### src/rtl/xadc_pkg.sv
// Shared definitions for the XADC DRP sequencer.
//   - DRP status addresses of the two auxiliary channels that are sampled
//   - sample / counter widths
//   - sequencer FSM state encoding and channel tag encoding
package xadc_pkg;

  localparam int unsigned SAMPLE_W = 12;
  localparam int unsigned COUNT_W  = 11;

  localparam logic [6:0] ADDR_SWITCH_DEF = 7'h10;  // VAUX0, switch signal
  localparam logic [6:0] ADDR_FEED_DEF   = 7'h11;  // VAUX1, feed signal

  typedef enum logic [2:0] {
    StIdle,
    StWaitEoc,
    StIssue,
    StWaitRdy,
    StEmit,
    StDone
  } state_e;

  typedef enum logic {
    ChanSwitch = 1'b0,
    ChanFeed   = 1'b1
  } chan_e;

endpackage

### src/rtl/drp_timeout_timer.sv
// DRP read watchdog.
//   clk    : clock
//   clr    : asynchronous active-high reset
//   load   : restart the count (asserted in the cycle the DRP enable is issued)
//   en     : count while waiting for drdy
//   expire : one-cycle pulse; TIMEOUT_CYCLES cycles have elapsed since load
//            once the current clock edge is taken
module drp_timeout_timer #(
  parameter int unsigned TIMEOUT_CYCLES = 64
) (
  input  logic clk,
  input  logic clr,
  input  logic load,
  input  logic en,
  output logic expire
);

  localparam int unsigned CntW = $clog2(TIMEOUT_CYCLES + 1);
  localparam logic [CntW-1:0] LastCnt = CntW'(TIMEOUT_CYCLES - 1);

  logic [CntW-1:0] cnt_q;

  // The load cycle (den) is the first elapsed cycle, so the count starts at 1.
  always_ff @(posedge clk or posedge clr) begin
    if (clr) begin
      cnt_q <= '0;
    end else if (load) begin
      cnt_q <= CntW'(1);
    end else if (en && (cnt_q != LastCnt)) begin
      cnt_q <= cnt_q + CntW'(1);
    end
  end

  assign expire = en && (cnt_q == LastCnt);

endmodule

### src/rtl/xadc_drp_sequencer.sv
// Sequences DRP status reads from the XADC wrapper in continuous-sequence mode.
// Each end-of-conversion on the switch or feed channel triggers one DRP read;
// the 12 MSBs are emitted with a channel tag and counted per channel until both
// channels hold MAX_SAMPLES, at which point the block is flagged complete.
//   clk, clr                 : clock, asynchronous active-high reset
//   start                    : begin a block (ignored while busy)
//   eoc_in, channel_in       : XADC end-of-conversion and channel number
//   drp_*                    : DRP read port towards the XADC
//   busy                     : block in progress
//   sample_valid/chan/data   : emitted sample
//   count_switch, count_feed : per-channel sample counts in this block
//   block_done               : both counts reached MAX_SAMPLES
//   overrun_err, timeout_err : sticky error flags, cleared by start
module xadc_drp_sequencer
  import xadc_pkg::*;
#(
  parameter int unsigned MAX_SAMPLES    = 1024,
  parameter int unsigned TIMEOUT_CYCLES = 64,
  parameter logic [6:0]  ADDR_SWITCH    = ADDR_SWITCH_DEF,
  parameter logic [6:0]  ADDR_FEED      = ADDR_FEED_DEF
) (
  input  logic                clk,
  input  logic                clr,
  input  logic                start,
  input  logic                eoc_in,
  input  logic [4:0]          channel_in,
  output logic [6:0]          drp_daddr,
  output logic                drp_den,
  output logic                drp_dwe,
  output logic [15:0]         drp_di,
  input  logic [15:0]         drp_do,
  input  logic                drp_drdy,
  output logic                busy,
  output logic                sample_valid,
  output logic                sample_chan,
  output logic [SAMPLE_W-1:0] sample_data,
  output logic [COUNT_W-1:0]  count_switch,
  output logic [COUNT_W-1:0]  count_feed,
  output logic                block_done,
  output logic                overrun_err,
  output logic                timeout_err
);

  localparam logic [COUNT_W-1:0] MaxCnt = COUNT_W'(MAX_SAMPLES);

  state_e              state_q, state_d;
  logic [COUNT_W-1:0]  cnt_sw_q, cnt_sw_d, cnt_fd_q, cnt_fd_d;
  logic [6:0]          daddr_q, daddr_d;
  chan_e               chan_q, chan_d;
  logic [SAMPLE_W-1:0] data_q, data_d;
  logic                ovr_q, ovr_d, tmo_q, tmo_d;
  logic                tmr_load, tmr_en, tmr_expire;
  logic                sw_hit, fd_hit;

  // A conversion is only of interest while its channel still needs samples.
  assign sw_hit = eoc_in && (channel_in == ADDR_SWITCH[4:0]) && (cnt_sw_q < MaxCnt);
  assign fd_hit = eoc_in && (channel_in == ADDR_FEED[4:0]) && (cnt_fd_q < MaxCnt);

  drp_timeout_timer #(
    .TIMEOUT_CYCLES(TIMEOUT_CYCLES)
  ) u_timer (
    .clk   (clk),
    .clr   (clr),
    .load  (tmr_load),
    .en    (tmr_en),
    .expire(tmr_expire)
  );

  always_comb begin
    state_d  = state_q;
    cnt_sw_d = cnt_sw_q;
    cnt_fd_d = cnt_fd_q;
    daddr_d  = daddr_q;
    chan_d   = chan_q;
    data_d   = data_q;
    ovr_d    = ovr_q;
    tmo_d    = tmo_q;
    tmr_load = 1'b0;
    tmr_en   = 1'b0;

    unique case (state_q)
      StIdle, StDone: begin
        if (start) begin
          cnt_sw_d = '0;
          cnt_fd_d = '0;
          ovr_d    = 1'b0;
          tmo_d    = 1'b0;
          state_d  = StWaitEoc;
        end
      end
      StWaitEoc: begin
        if (sw_hit) begin
          daddr_d = ADDR_SWITCH;
          chan_d  = ChanSwitch;
          state_d = StIssue;
        end else if (fd_hit) begin
          daddr_d = ADDR_FEED;
          chan_d  = ChanFeed;
          state_d = StIssue;
        end
      end
      StIssue: begin
        tmr_load = 1'b1;
        if (sw_hit || fd_hit) ovr_d = 1'b1;
        state_d = StWaitRdy;
      end
      StWaitRdy: begin
        tmr_en = 1'b1;
        if (sw_hit || fd_hit) ovr_d = 1'b1;
        // drdy wins over an expiry landing in the same cycle
        if (drp_drdy) begin
          data_d  = drp_do[15:4];
          state_d = StEmit;
        end else if (tmr_expire) begin
          tmo_d   = 1'b1;
          state_d = StWaitEoc;
        end
      end
      StEmit: begin
        if (sw_hit || fd_hit) ovr_d = 1'b1;
        if (chan_q == ChanSwitch) begin
          if (cnt_sw_q < MaxCnt) cnt_sw_d = cnt_sw_q + 11'd1;
        end else begin
          if (cnt_fd_q < MaxCnt) cnt_fd_d = cnt_fd_q + 11'd1;
        end
        if ((cnt_sw_d == MaxCnt) && (cnt_fd_d == MaxCnt)) begin
          state_d = StDone;
        end else begin
          state_d = StWaitEoc;
        end
      end
      default: state_d = StIdle;
    endcase
  end

  always_ff @(posedge clk or posedge clr) begin
    if (clr) begin
      state_q  <= StIdle;
      cnt_sw_q <= '0;
      cnt_fd_q <= '0;
      daddr_q  <= '0;
      chan_q   <= ChanSwitch;
      data_q   <= '0;
      ovr_q    <= 1'b0;
      tmo_q    <= 1'b0;
    end else begin
      state_q  <= state_d;
      cnt_sw_q <= cnt_sw_d;
      cnt_fd_q <= cnt_fd_d;
      daddr_q  <= daddr_d;
      chan_q   <= chan_d;
      data_q   <= data_d;
      ovr_q    <= ovr_d;
      tmo_q    <= tmo_d;
    end
  end

  assign drp_daddr    = daddr_q;
  assign drp_den      = (state_q == StIssue);
  assign drp_dwe      = 1'b0;
  assign drp_di       = '0;
  assign busy         = (state_q == StWaitEoc) || (state_q == StIssue) ||
                        (state_q == StWaitRdy) || (state_q == StEmit);
  assign sample_valid = (state_q == StEmit);
  assign sample_chan  = chan_q;
  assign sample_data  = data_q;
  assign count_switch = cnt_sw_q;
  assign count_feed   = cnt_fd_q;
  assign block_done   = (state_q == StDone);
  assign overrun_err  = ovr_q;
  assign timeout_err  = tmo_q;

endmodule

### config.mk
export PLATFORM = sky130hd
export DESIGN_NAME = xadc_drp_sequencer
export DESIGN_NICKNAME = d
export VERILOG_FILES = /design/src/rtl/xadc_pkg.sv /design/src/rtl/drp_timeout_timer.sv /design/src/rtl/xadc_drp_sequencer.sv
export SDC_FILE = /design/constraint.sdc
export NUM_CORES = 1
export LEC_CHECK = 0
export CELL_PAD_IN_SITES_DETAIL_PLACEMENT = 0
export CELL_PAD_IN_SITES_GLOBAL_PLACEMENT = 1
export CORE_ASPECT_RATIO = 1.2
export CORE_MARGIN = 2
export CORE_UTILIZATION = 30
export CTS_CLUSTER_DIAMETER = 80
export DETAILED_ROUTE_END_ITERATION = 12
export PLACE_DENSITY_LB_ADDON = 0.1
export SKIP_LAST_GASP = 1
export SYNTH_ARGS = -nofsm -noshare
export SYNTH_HDL_FRONTEND = slang
export SYNTH_SLANG_ARGS = --single-unit
### constraint.sdc
create_clock -name clk -period 2.7 [get_ports clk]
set_input_delay 0.54 -clock clk [delete_from_list [all_inputs] [get_ports clk]]
set_output_delay 0.54 -clock clk [all_outputs]
set_load 0.02 [all_outputs]
==> qor.tcl, run 1 <==
set qor(timing.max_slew.rel_slack) 0.543
set qor(finalHoldViolations) 0
set qor(pin_count_of_the_biggest_net_entering_global_routing) 31
set qor(synth.area.top_cells) {dfrtp_1 (42%), buf_4 (6.0%), o21ai_0 (5.0%), mux2_2 (4.7%), nand2_1 (3.9%)}
set qor(leakage_nw) 1.60
set qor(post_route_setup_tns_ns) 0
set qor(grt_pass1_vias) 2300
set qor(vdd.ir_drop.worst_mv) 0.250
set qor(synth_enable_flop_cells) 0
set qor(setup_repair_after_global_routing_missed_its_margin) {false}
set qor(tritoncts.num_buffers) 5
set qor(cts.hold.buffers_added) 0
set qor(timing_worst_slew_pin_value_ns) 0.684
set qor(post_cts.resized_instances) 0
set qor(post_drt_wl_per_cell_um) 14.2
set qor(timing.max_cap.violations) 0
set qor(path_class) {register to output port}
set qor(dpl_cell_area_um2) 3570
set qor(ctsLongestPathBuffers) 2
set qor(synth.most_common_cell) {dfrtp_1}
set qor(area_growth_syn_to_layout_pct) 29.9
set qor(postLayoutCellArea_um2) 3740
set qor(p_int_mw) 1.81
set qor(num-nets-final) 410
set qor(status) {finished clean}
set qor(power.share.clock) 0.262
set qor(combinational_share_of_power) 0.343
set qor(routed_via_density) 4.80
set qor(die_y_um) 111
set qor(drt.antenna.violating_nets) 0
set qor(fin_skew_ns) 0.00564
set qor(initial_utilization) 0.306
set qor(hold_ws_ns) 0.472
set qor(htree_num_levels) 2
set qor(dp.final_hpwl_mm) 5.09
set qor(report.final.setup_viol) 0
set qor(worstPathRequired_ns) 2.16
set qor(initial_antenna_violation_count) 0
set qor(synth-warning-count) 0
set qor(synthesis.instances) 319
set qor(postCtsSetupBuffers) 0
set qor(power.density_nw_per_um2) 746
set qor(netlist.area_leader.share) 0.417
set qor(detail_route.drc_violations) 0
set qor(yosys-top-cells-count) {dfrtp_1 (48), nand2_1 (30), o21ai_0 (29)}
set qor(total_routed_wirelength_mm) 7.17
set qor(design.die.area_um2) 10400
set qor(cts.reportedPaths.clkPinSlew_ns) 0.07
set qor(cp.arrival_ns) 1.98
set qor(grt_overflow) 0
set qor(fin_util) 0.397
set qor(multi_input_area_um2) 1470
set qor(finalWorstPathRequiredPeriod_ns) 2.52
set qor(first_pass_grt_wire_length_mm) 11.7
set qor(fillerInstances) 948
set qor(post_synth.cell_area_avg_um2) 9.03
set qor(hp-class) {register to register}
set qor(post_route_cells_drive_above_1_share) 0.0916
set qor(gp_routability_congestion) 0.748
set qor(timing.critical_path.from_type) {register}
set qor(fp.coreArea_um2) 9420
set qor(drt_first_iter_violations) 90
set qor(drt-pass1-iter-count) 4
set qor(synth_sequential_area_ratio) 0.417
set qor(fin_crit_sh) 0.933
set qor(p_seq_frac) 0.395
set qor(antenna-diode-count) 0
set qor(sequential_cell_area_um2) 1200
set qor(clk_root_buffer_cell) {clkbuf_16}
set qor(net-switching-power_uw) 982
set qor(netSwitchingFraction) 0.352
set qor(placement.io_buffers) 64
set qor(critical_path.max_fanout) 11
set qor(post_synth_num_cell_types) 51
set qor(fp.dieW_um) 93.4
set qor(yosys.area.top_type) {dfrtp_1}
set qor(insertion_delay_ns) 0.29
set qor(clock_sinks) 48
set qor(timing.critical_path.to_type) {output port}
set qor(gr-usage-all-layers) 0.139
set qor(number_of_flip_flops_and_latches_in_the_synthesized_netlist) 48
set qor(dominantRegCellSynth) {dfrtp_1}
set qor(io_pins) 91
set qor(tritoncts_clock_tree) {built}
set qor(synth-async-reset-ratio) 1.00
set qor(netlist_area_um2) 2880
set qor(rows) 39
set qor(max_clock_freq_mhz) 397
set qor(dr_total_vias) 2422
set qor(finalMaxSlewViolations) 0
-- logic make-up after synthesis --
group	after synthesis	synth area share
DFF	48	0.417
buffers and inverters	49	0.100
xor gates and xnor gates	14	0.0426
adders and majority gates	3	0.0130
and+or+nand+nor	118	0.215
muxes	17	0.0643
other	1	0.00130
AOI/OAI and AO/OA	69	0.146
-- per-stage QoR --
stage	total power [mW]	setup WS, ns	cells
3_3_place_gp	2.08	0.465	497
4_1_cts	2.84	0.157	505
5_1_grt	2.97	0.0116	505
6_report	2.79	0.180	505
2_1_floorplan	1.67	0.657	340
3_5_place_dp	2.09	0.488	497
-- routing by layer --
metal,vias up,global-route usage,wire [um]
met1,1165,0.186,3370
met3,2,0.0223,226
met5,-,0,0
li1,1208,-,-
met2,47,0.236,3540
met4,0,0.0324,38
-- sequential cells by signal, indices dropped and copies added, names as in the netlist --
name           cells
count_switch      11
count_feed        11
sample_data       12
u_timer.cnt_q      7
state_q            3
overrun_err        1
drp_daddr          2
timeout_err        1
-- final timing paths --
kind	to	from	depth (start not counted)	slack, ns
setup reg to reg	state_q[2]	count_switch[0]	6	0.65
max in group asynchronous	sample_data[10]	clr	3	1.41
setup / recovery	sample_valid	state_q[2]	4	0.18
min in group asynchronous	sample_data[2]	clr	2	0.68
hold / removal	drp_daddr[4]	drp_daddr[4]	1	0.47
hold reg to reg	drp_daddr[4]	drp_daddr[4]	1	0.47
-- cell type report --
type,instances,share of cell area
timing repair buffer,73,0.189
tap,123,0.0411
multi-input combinational,243,0.393
sequential,48,0.321
inverter,10,0.0100
clock inverter,3,0.0124
clock buffer,5,0.0334
-- critical path, cell delays in order (launching register included) --
cell             delay, ns
dfrtp_1               0.55
nand2b_1              0.20
nand2b_1              0.25
inv_2                 0.09
clkdlybuf4s50_1       0.60
-- power groups by stage --
stage	combinational (mW)	clock, mW	sequential, mW
CTS	0.973	0.758	1.11
finish	0.957	0.730	1.10
global placement	0.962	0	1.11
detailed placement	0.969	0	1.12
floorplan	0.450	0	1.22
global route	1.04	0.791	1.14
-- layout by cell type, fill, tap and decap left out, types with 4 or more instances in the layout --
| cell | instances |
|---|---|
| clkdlybuf4s50_1 | 64 |
| dfrtp_1 | 48 |
| nand2_1 | 30 |
| o21ai_0 | 29 |
| nor2_1 | 27 |
| conb_1 | 22 |
| nand3_1 | 12 |
| mux2_2 | 12 |
| a21oi_1 | 9 |
| buf_4 | 9 |
| inv_1 | 8 |
| nand4_1 | 8 |
| and3_1 | 7 |
| xor2_1 | 7 |
| xnor2_1 | 7 |
| nand2b_1 | 6 |
| a31oi_1 | 6 |
| mux2i_1 | 5 |
| o22ai_1 | 5 |
| clkbuf_16 | 5 |
| nor3b_1 | 4 |
| and4_1 | 4 |
(Power assumes the default switching activity.)
==> run 2: changes to the inputs <==
--- a/config.mk
+++ b/config.mk
@@ -14,6 +14,7 @@
 export DETAILED_ROUTE_END_ITERATION = 12
 export PLACE_DENSITY_LB_ADDON = 0.1
 export SKIP_LAST_GASP = 1
+export SLEW_MARGIN = 15
 export SYNTH_ARGS = -nofsm -noshare
 export SYNTH_HDL_FRONTEND = slang
 export SYNTH_SLANG_ARGS = --single-unit
==> results of run 2 <==
Same layout as run 1: the final DEF is identical, and so are final timing and power.
==> run 3: changes to the inputs <==
--- a/config.mk
+++ b/config.mk
@@ -5,16 +5,15 @@
 export SDC_FILE = /design/constraint.sdc
 export NUM_CORES = 1
 export LEC_CHECK = 0
-export CELL_PAD_IN_SITES_DETAIL_PLACEMENT = 0
-export CELL_PAD_IN_SITES_GLOBAL_PLACEMENT = 1
+export CAP_MARGIN = 15
 export CORE_ASPECT_RATIO = 1.2
 export CORE_MARGIN = 2
 export CORE_UTILIZATION = 30
 export CTS_CLUSTER_DIAMETER = 80
 export DETAILED_ROUTE_END_ITERATION = 12
-export PLACE_DENSITY_LB_ADDON = 0.1
 export SKIP_LAST_GASP = 1
 export SLEW_MARGIN = 15
 export SYNTH_ARGS = -nofsm -noshare
 export SYNTH_HDL_FRONTEND = slang
+export SYNTH_HIERARCHICAL = 1
 export SYNTH_SLANG_ARGS = --single-unit
==> run 3 against run 2 <==
  * Synthesized area rose by 2.4%
  * Clock skew down 0.0016 ns
  * Non-clock buffer count stayed put
  * Global-route usage is 0.60 points lower
  * Combinational power increased by 91%
  * First-iteration DRC count down 28%
  * Core utilization decreased by 0.32 points
  * Critical path depth stayed put
  * Via count is 2.6% higher
  * Sequential cell count unchanged
  * Maximum frequency rose by 4.6%
  * Die area up 2.3%
  * Highest routed layer unchanged
==> qor.tcl, run 3 <==
set qor(cts.hold.buffers_added) 0
set qor(clock_sinks) 48
set qor(routed_via_density) 4.91
set qor(place_ws_ns) 0.206
set qor(status) {finished clean}
set qor(cp.arrival_ns) 1.87
set qor(power.density_nw_per_um2) 1020
set qor(post_cts.resized_instances) 0
set qor(post_synth.cell_area_avg_um2) 9.24
set qor(number_of_flip_flops_and_latches_in_the_synthesized_netlist) 48
set qor(postCtsSetupBuffers) 0
set qor(sequential_cell_area_um2) 1200
set qor(dominantRegCellSynth) {dfrtp_1}
set qor(htree_num_levels) 2
set qor(timing.max_cap.violations) 0
set qor(timing.max_slew.rel_slack) 0.584
set qor(yosys.area.top_type) {dfrtp_1}
set qor(grt_overflow) 0
set qor(dr_total_vias) 2485
set qor(drt_first_iter_violations) 65
set qor(cts.reportedPaths.clkPinSlew_ns) 0.07
set qor(netlist.area_leader.share) 0.407
set qor(leakage_nw) 1.52
set qor(netlist_area_um2) 2950
set qor(timing.critical_path.from_type) {register}
set qor(synth-warning-count) 6
set qor(fp.coreArea_um2) 9560
set qor(layout_commonest_cell) {clkdlybuf4s50_1}
set qor(layout_common_cells) {clkdlybuf4s50_1 (64), dfrtp_1 (48), nand2_1 (34)}
set qor(critical_path.max_fanout) 4
set qor(post_drt_wl_per_cell_um) 13.8
set qor(setup_repair_after_global_routing_missed_its_margin) {false}
set qor(design.die.area_um2) 10600
set qor(initial_antenna_violation_count) 0
set qor(initial_utilization) 0.308
set qor(synth.most_common_cell) {dfrtp_1}
set qor(fillerInstances) 1008
set qor(path_class) {register to output port}
set qor(report.final.setup_viol) 0
set qor(synth.area.top_cells) {dfrtp_1 (41%), buf_4 (6.4%), o21ai_0 (5.4%), mux2_2 (5.0%), nand2_1 (4.3%)}
set qor(die_y_um) 113
set qor(total_routed_wirelength_mm) 7.01
set qor(fp.dieW_um) 94.5
set qor(first_pass_grt_wire_length_mm) 11.4
set qor(insertion_delay_ns) 0.28
set qor(finalMaxSlewViolations) 0
set qor(synth-async-reset-ratio) 1.00
set qor(ctsLongestPathBuffers) 2
set qor(largest_reg_flops) 12
set qor(detail_route.drc_violations) 0
set qor(fin_ws_ns) 0.291
set qor(area_growth_syn_to_layout_pct) 27.8
set qor(synth_enable_flop_cells) 0
set qor(gp_routability_congestion) 0.864
set qor(fin_skew_ns) 0.00402
set qor(synthesis.instances) 319
set qor(timing.critical_path.to_type) {output port}
set qor(finalWorstPathRequiredPeriod_ns) 2.41
set qor(clk_root_buffer_cell) {clkbuf_16}
set qor(io_pins) 91
set qor(tritoncts.num_buffers) 5
set qor(worstPathRequired_ns) 2.16
set qor(max_clock_freq_mhz) 415
set qor(post_route_setup_tns_ns) 0
set qor(placement.io_buffers) 64
set qor(finalHoldViolations) 0
set qor(timing_worst_slew_pin_value_ns) 0.624
set qor(num-nets-final) 411
set qor(multi_input_area_um2) 1530
set qor(pin_count_of_the_biggest_net_entering_global_routing) 42
set qor(fin_crit_sh) 0.892
set qor(dp.final_hpwl_mm) 5.12
set qor(post_route_cells_drive_above_1_share) 0.120
set qor(tritoncts_clock_tree) {built}
set qor(yosys-top-cells-count) {dfrtp_1 (48), nand2_1 (34), o21ai_0 (32)}
set qor(synth_sequential_area_ratio) 0.407
set qor(hp-class) {register to register}
set qor(post_synth_num_cell_types) 57
set qor(vdd.ir_drop.worst_mv) 0.418
set qor(drt-pass1-iter-count) 4
set qor(antenna-diode-count) 0
set qor(rows) 39
set qor(gr-usage-all-layers) 0.133
set qor(drt.antenna.violating_nets) 0
set qor(grt_pass1_vias) 2339
-- run 3: cell types whose count changed in the layout (fill, tap and decap cells not counted), moves of 3 or more --
cell	before	now
xor2_1	7	4
nand2_1	30	34
nor3_1	3	11
and4_1	4	0
a211oi_1	1	4
nor2_1	27	20
o22ai_1	5	2
and3_1	7	1
or4_1	0	3
o21ai_0	29	32
-- run 3: routing by layer --
| layer | GRT usage | vias up | part of all wire |
|---|---|---|---|
| met2 | 0.233 | 56 | 0.51 |
| met5 | 0 | - | 0 |
| li1 | - | 1220 | - |
| met4 | 0.0290 | 0 | 0.0093 |
| met1 | 0.170 | 1202 | 0.43 |
| met3 | 0.0255 | 7 | 0.045 |
-- run 3: worst paths after layout --
check	start	end	slack, ns	depth (start not counted)
worst max-delay path	state_q[0]	sample_valid	0.29	4
worst max register to register	drp_daddr[0]	state_q[2]	0.52	5
worst min register to register	drp_daddr[4]	drp_daddr[4]	0.48	1
worst min-delay path	drp_daddr[4]	drp_daddr[4]	0.48	1
max in group asynchronous	clr	overrun_err	1.60	3
min in group asynchronous	clr	u_timer/cnt_q[2]	0.52	2
-- run 3: critical path: stages (launching register included) --
cell and delay [ns]:
dfrtp_1 0.37, nand2b_1 0.19, or2_2 0.30, inv_1 0.10, clkdlybuf4s50_1 0.62
-- run 3: cells by family (layout without fill, tap and decap cells) --
| group | Yosys count | in the layout | share of synthesized area |
|---|---|---|---|
| xor+xnor | 11 | 11 | 0.0327 |
| flops | 48 | 48 | 0.407 |
| compound gates | 72 | 72 | 0.155 |
| mux | 17 | 17 | 0.0649 |
| fa+ha+maj | 3 | 3 | 0.0127 |
| other cells | 1 | 22 | 0.00127 |
| buf+inv | 45 | 88 | 0.0993 |
| simple gates | 122 | 122 | 0.227 |
-- run 3: layout make-up --
cell class	instances	area share
clock buffer	6	0.0342
multi-input combinational	247	0.407
clock inverter	2	0.00432
sequential	48	0.319
tap	123	0.0408
inverter	7	0.00697
timing repair buffer	73	0.188
-- run 3: where the power goes --
group          switching [mW]  internal (mW)
Clock                   0.272          0.345
Sequential              0.385           1.00
Combinational           0.904          0.921
-- run 3: per-stage QoR --
| stage | hold WS (ns) | total power, mW | area, um2 | utilization | instances |
|---|---|---|---|---|---|
| 2_1_floorplan | 0.343 | 2.50 | 3030 | - | 340 |
| 3_3_place_gp | 0.463 | 3.20 | 3620 | 0.379 | 498 |
| 3_5_place_dp | 0.472 | 3.25 | 3620 | 0.379 | 498 |
| 4_1_cts | 0.487 | 3.88 | 3770 | 0.394 | 506 |
| 5_1_grt | 0.515 | 4.10 | 3770 | 0.394 | 506 |
| 6_report | 0.477 | 3.83 | 3770 | 0.394 | 506 |
